### config.mk
export PLATFORM = sky130hd
export DESIGN_NAME = serial_subtractor_8bit
export DESIGN_NICKNAME = d
export VERILOG_FILES = /design/src/rtl/serial_subtractor_8bit.sv
export SDC_FILE = /design/constraint.sdc
export NUM_CORES = 1
export LEC_CHECK = 0
export CORE_AREA = 2 2 62 64
export CTS_CLUSTER_DIAMETER = 60
export CTS_CLUSTER_SIZE = 10
export DETAILED_ROUTE_END_ITERATION = 16
export DIE_AREA = 0 0 64 66
export GPL_TIMING_DRIVEN = 0
export PLACE_DENSITY_LB_ADDON = 0.15
export SYNTH_ARGS = -nofsm -noshare
export SYNTH_HDL_FRONTEND = slang
export SYNTH_SLANG_ARGS = --single-unit
### constraint.sdc
create_clock -name clk -period 1.81 [get_ports clk]
set_input_delay 0.362 -clock clk [delete_from_list [all_inputs] [get_ports clk]]
set_output_delay 0.362 -clock clk [all_outputs]
set_load 0.005 [all_outputs]
### src/rtl/serial_subtractor_8bit.sv
// Bit-serial two's-complement subtractor: diff = a - b, computed LSB first as a + ~b + 1
// through a single full-adder cell with a registered carry, under a start/busy/done handshake.
//
// state | meaning
// IDLE  | waiting for start; outputs hold last result
// SHIFT | one operand bit per clock, WIDTH clocks
// DONE  | one-cycle result-valid pulse
module serial_subtractor_8bit #(
  parameter int WIDTH = 8
) (
  input  logic             clk,
  input  logic             rst,
  input  logic             start,
  input  logic [WIDTH-1:0] a,
  input  logic [WIDTH-1:0] b,
  output logic             busy,
  output logic             done,
  output logic [WIDTH-1:0] diff,
  output logic             borrow_out,
  output logic             overflow
);

  localparam int CW = $clog2(WIDTH + 1);

  typedef enum logic [1:0] {
    IDLE  = 2'd0,
    SHIFT = 2'd1,
    DONE  = 2'd2
  } state_t;

  state_t           state, state_nxt;
  logic [WIDTH-1:0] sa, sb, res;
  logic             carry;
  logic [CW-1:0]    cnt;
  logic             a_msb, b_msb;

  logic             s_bit, carry_nxt, last_bit;
  logic [WIDTH-1:0] res_nxt;

  // single full-adder cell shared across all bit positions
  always_comb begin
    s_bit     = sa[0] ^ sb[0] ^ carry;
    carry_nxt = (sa[0] & sb[0]) | (sa[0] & carry) | (sb[0] & carry);
    res_nxt   = {s_bit, res[WIDTH-1:1]};
    last_bit  = (cnt == CW'(WIDTH - 1));
  end

  always_ff @(posedge clk or posedge rst) begin
    if (rst) state <= IDLE;
    else     state <= state_nxt;
  end

  always_comb begin
    state_nxt = state;
    case (state)
      IDLE:    if (start) state_nxt = SHIFT;
      SHIFT:   if (last_bit) state_nxt = DONE;
      DONE:    state_nxt = IDLE;
      default: state_nxt = IDLE;
    endcase
  end

  assign busy = (state == SHIFT);
  assign done = (state == DONE);

  always_ff @(posedge clk or posedge rst) begin
    if (rst) begin
      sa         <= '0;
      sb         <= '0;
      res        <= '0;
      carry      <= 1'b0;
      cnt        <= '0;
      a_msb      <= 1'b0;
      b_msb      <= 1'b0;
      diff       <= '0;
      borrow_out <= 1'b0;
      overflow   <= 1'b0;
    end else begin
      case (state)
        IDLE: begin
          if (start) begin
            sa    <= a;
            sb    <= ~b;
            carry <= 1'b1;
            cnt   <= '0;
            res   <= '0;
            a_msb <= a[WIDTH-1];
            b_msb <= b[WIDTH-1];
          end
        end
        SHIFT: begin
          sa    <= sa >> 1;
          sb    <= sb >> 1;
          carry <= carry_nxt;
          res   <= res_nxt;
          cnt   <= cnt + CW'(1);
          // diff is only written here so it never exposes a partial result
          if (last_bit) begin
            diff       <= res_nxt;
            borrow_out <= ~carry_nxt;
            overflow   <= (a_msb != b_msb) && (res_nxt[WIDTH-1] != a_msb);
          end
        end
        default: ;
      endcase
    end
  end

endmodule

# Word level (Yosys, flattened, before mapping)
# Cells that the tools add are included.
[totals] ff_bits=43 latch_bits=0 ram_bits=0 romBits=0 in_bits=19 output_inout_bits=12 wordCells=48 n_memories=0
[classes] add_sub_neg=1 multipliers=0 div_mod_pow=0 n_lt_le_gt_ge=0 eq_ne=7 n_shift=0 muxes=13 bitwise=9 n_reduce_logical=7
[op_table] operator="$pmux 8 s2" n=3
[op_table] operator="$mux 8" n=3
[op_table] operator="$not 8->8" n=1
[op_table] operator="$pmux 4 s2" n=1
[op_table] operator="$reduce_and 2->1" n=4
[op_table] operator="$add 4x1->4 const B" n=1
[op_table] operator="$eq 4x3->1 const B" n=1
[op_table] operator="$mux 2" n=2
[op_table] operator="$mux 4" n=1
[op_table] operator="$pmux 2 s2" n=1
[op_table] operator="$and 1x1->1" n=3
[op_table] operator="$eq 2x1->1 const B" n=1
[op_table] operator="$eq 2x2->1 const B" n=1
[op_table] operator="$logic_not 2->1" n=1
[op_table] operator="$ne 1x1->1" n=2
[op_table] operator="$ne 2x1->1 const B" n=1
[op_table] operator="$ne 2x2->1 const B" n=1
[op_table] operator="$or 1x1->1" n=2
[op_table] operator="$pmux 1 s2" n=1
[op_table] operator="$reduce_bool 2->1" n=1
[op_table] operator="$xor 1x1->1" n=2
[op_table] operator="$logic_and 1x1->1" n=1
[op_table] operator="$mux 1" n=1
[op_table] operator="$not 1->1" n=1

# Depth between registers and ports, before layout
[depth] ltp_word=4 depth_mapped=6 depth_no_buf=4

# Least setup slack after synthesis
# OpenSTA, ideal clock, no wires.
[synth_path] path_type="flip-flop to flip-flop" startpoint="reg sa[0]" endpoint="reg overflow" setup_time_ps=125 arrival_ps=1352 required_ps=1685 slack_ps=333 stages_incl_launch_ff=5 path_buffers=0 period_less_slack_ps=1477 cell_sequence="dfrtp_1 fa_1 nand2b_1 o21ai_0 mux2_2"
[synth_via] elab_chain_cells=4
[synth_lines] item="start: declaration" line_no="32" source="logic [WIDTH-1:0] sa, sb, res;"
[synth_lines] item="start signal: assignment" line_no="92" source="sa <= sa >> 1;"
[synth_lines] item="$xor 1x1->1 (2 in series)" line_no="42" source="s_bit = sa[0] ^ sb[0] ^ carry;"
[synth_lines] item="via s_bit" line_no="37" source="logic s_bit, carry_nxt, last_bit;"
[synth_lines] item="$ne 1x1->1" line_no="101" source="overflow <= (a_msb != b_msb) && (res_nxt[WIDTH-1] != a_msb);"
[synth_lines] item="$logic_and 1x1->1" line_no="101"
[synth_lines] item="end signal: assignment" line_no="101"
[synth_lines] item="end: declaration" line_no="20" source="output logic overflow"
# The timed path passes the listed nets, and every way through them passes these cells.
# A chain may end at the register's enable or synchronous reset.

# Final worst setup path
[layout_path] startpoint="reg state[1]" endpoint="reg diff[2]"
[layout_via] elab_chain_cells=2
[layout_lines] item="start: declaration" line_no="31" source="state_t state, state_nxt;"
[layout_lines] item="start signal: assignment" line_no="50" source="else state <= state_nxt;"
[layout_lines] item="$eq 2x1->1" line_no="79" source="case (state)"
[layout_lines] item="$reduce_and 2->1 (no source line)"
[layout_lines] item="end signal: assignment" line_no="99" source="diff <= res_nxt;"
[layout_lines] item="end: declaration" line_no="18" source="output logic [WIDTH-1:0] diff,"
# No other way between the ends.

==> metrics.md <==
| Metric | Value |
|---|---|
| Final setup fails | `0` |
| Total wire length after detailed routing | `3440 microns` |
| Cell class contributing the biggest share of worst-path delay | `buffers and inverters` |
| Synthesized area divided by synthesized cell count | `11.1 sq um` |
| Worst Max-Slew Pin Slew | `0.833 ns` |
| Endpoint kind of the worst setup timing path | `register` |
| Area of all sequential standard cells | `1050 sq um` |
| Worst hold margin | `0.482 ns` |
| Antenna viol nets, final | `0` |
| Dpl cells | `237` |
| Commonest register cell after synthesis | `dfrtp_1` |
| CP max FO | `10` |
| Overall die area | `4220 sq um` |
| Sequential fraction of the synthesis area | `59.6%` |
| Run status | `finished clean` |
| Input/output buffers | `30` |
| Final hold viol count | `0` |
| Placement row count | `22` |
| Final Cell Area | `2210 sq um` |
| Reg-to-reg critical path startpoint | `state[1]` |
| Portion of the clock cycle consumed by the worst path in the final layout | `92.5%` |
| Post-layout minimum cycle time | `1.67 ns` |
| Initial Utilization | `49.6%` |
| Number of antenna violations at the first check in global routing | `0` |
| Worst clock skew | `0.0151 ns` |
| Number of vias in the routed layout | `1280` |
| RSZ-0062 raised after global routing | `false` |
| Critical-path cell list | `nand2b_1 > buf_6 > buf_4 > nor3_4 > buf_6 > mux2_2` |
| Horiz. Die Dim | `64 microns` |
| Count of warnings emitted by yosys | `0` |
| Sink count of the clock tree | `42` |
| Via count of the first global-routing pass | `1307` |
| Commonest cells after routing, fill and taps aside | `nand2_1, dfrtp_1, clkdlybuf4s50_1` |
| Filler-free cell count of the finished design | `247` |
| Clock latency on the worst-skew pair | `0.35 ns` |
| Critical path's slowest cell | `dfrtp_1` |
| Antenna Cells | `0` |
| WP data arrival | `1.92 ns` |
| Leakage component of the power | `1.06 nW` |
| Dpl cell area | `2120 sq um` |
| RD Place Congestion | `0.785` |
| Final Core Density | `62.4%` |
| Cell count after synthesis | `159` |
| Drt wl/cell | `13.9 microns` |
| Worst Path Required | `2.06 ns` |
| GRT Overall Usage | `19.2%` |
| EDFF count, synth | `0` |
| CP startpoint | `state[1]` |
| Pwr Density | `1570 nW/um^2` |
| CTS buffer count | `5` |
| Count of TritonRoute iterations in the first routing pass | `4` |
| Deepest level of the CTS H-tree | `2` |
| DRC viols | `0` |
| Area of the core region | `3550 sq um` |
| Library cells used by synthesis | `32` |
| Multi-input logic area | `643 sq um` |
| Number of nets in the synthesized netlist | `180` |
| Area overhead of the layout relative to synthesis | `25.6%` |
| Fmax | `0.597 GHz` |
| Top-Level Pins | `31` |
| Sum of negative setup slack | `0 ns` |
| Ratio of cells with drive above 1 in the final layout | `16.1%` |
| Global-route wire length before repair | `6140 microns` |
| Buffering stage count on the worst path with inverters included | `3` |
| Net count, final | `219` |
| Filler cell count in the final layout | `293` |
| Tightest Hold Check Type | `in -> async` |
| Via density per instance | `5.18` |
| Cell with the most instances on the worst path | `buf_6` |
| Worst Path Class, Setup | `reg -> reg` |
| Clock buffer depth | `2` |
| Number of hold-repair buffers added at the cts stage | `0` |
| Die Y-Extent | `66 microns` |
| GRT Residual Overflow | `0` |
| Max_cap viols | `0` |
| Clock root buffer | `clkbuf_4` |
| Clock-pin slew of the registers on the worst-case setup and hold paths | `0.12 ns` |
| Mapped Area | `1760 sq um` |
| Highest ir drop seen on vdd | `686 uV` |
| Worst reg2reg path depth | `6` |
| Post-synthesis async set-or-reset flop share | `100%` |
| Largest net degree at the start of global routing | `43` |
| Detailed router's first-iteration violation count | `40` |
| Worst stage delay on the critical path | `0.40 ns` |
| Total of flip-flops plus latches after synthesis | `42` |
| Final number of max-transition violations | `0` |
| Detailed placer's ending HPWL | `2320 microns` |
| Max-slew headroom at the worst pin | `44.4%` |
| Critical Path Source Type | `register` |
| CTS tree | `yes` |
| Logic depth of the worst setup path including buffers | `6` |
## routing by layer
metal | routed length (microns) | part of all wire [%] | vias up | global-route usage (%)
met5 | 0 | 0 | - | 0
met4 | 64 | 1.9 | 0 | 7.88
met3 | 137 | 4.0 | 6 | 4.94
met2 | 1600 | 47 | 21 | 31.3
met1 | 1640 | 48 | 634 | 24.4
li1 | - | - | 619 | -
## power by group
part / internal [W] / switching, W
combinational: 0.000727 / 0.000671
clock: 0.000187 / 0.000303
sequential: 0.00134 / 0.000256
## logic make-up after synthesis
kind of cell | after synthesis | synth area share [%]
and+or+nand+nor | 69 | 17.7
adders and majority gates | 2 | 1.85
muxes | 11 | 6.88
buffers and inverters | 13 | 4.19
DFF | 42 | 59.6
AOI/OAI and AO/OA | 21 | 9.30
xor gates and xnor gates | 1 | 0.497
## timing repair
action,in CTS,in global routing
cloned,0,0
gates resized for setup,5,1
buffers inserted,3,0
hold endpoints to repair,0,0
setup endpoints to repair,2,4
## registers in the layout, summed over array words and instances, names as in the netlist
name and flops:
diff 8, sa 8, sb 8, res 7, cnt 4, state 2
a_msb 1, b_msb 1, borrow_out 1, carry 1, overflow 1
## per-stage QoR
step | power [W] | setup WS (ns)
2_1_floorplan | 0.00245 | 0.333
3_5_place_dp | 0.00298 | -0.209
3_3_place_gp | 0.00292 | -0.331
6_report | 0.00348 | 0.135
5_1_grt | 0.00378 | 0.0351
4_1_cts | 0.00352 | 0.108
## worst paths after layout
path	end	slack (ns)
max in group asynchronous	sa[4]	0.80
setup / recovery	diff[2]	0.14
min in group clk	sa[5]	0.50
hold reg to reg	sa[5]	0.50
hold / removal	diff[0]	0.48
setup reg to reg	diff[2]	0.14
## layout make-up
| cell class | count | share of cell area (%) |
|---|---|---|
| Sequential cell | 42 | 47.5 |
| Tap cell | 48 | 2.71 |
| Clock inverter | 2 | 0.565 |
| Inverter | 4 | 1.02 |
| Clock buffer | 6 | 2.32 |
| Multi-Input combinational cell | 104 | 29.0 |
| Buffer | 8 | 2.43 |
| Timing Repair Buffer | 33 | 14.5 |
## cells in the mapped netlist (2+ instances only)
master / n / area [sq um]
nand3_1: 10 / 50.1
nand2_1: 42 / 158
a22oi_1: 7 / 52.6
dfrtp_1: 42 / 1050
buf_6: 2 / 22.5
a221o_1: 4 / 40.0
inv_1: 3 / 11.3
nor3b_1: 2 / 15.0
o21bai_1: 2 / 15.0
o21ai_0: 3 / 15.0
mux2_2: 9 / 101
buf_2: 5 / 25.0
nor2_1: 7 / 26.3
nand2b_1: 2 / 12.5
mux2i_1: 2 / 20.0
No activity file was read; power rests on OpenSTA's default activity.
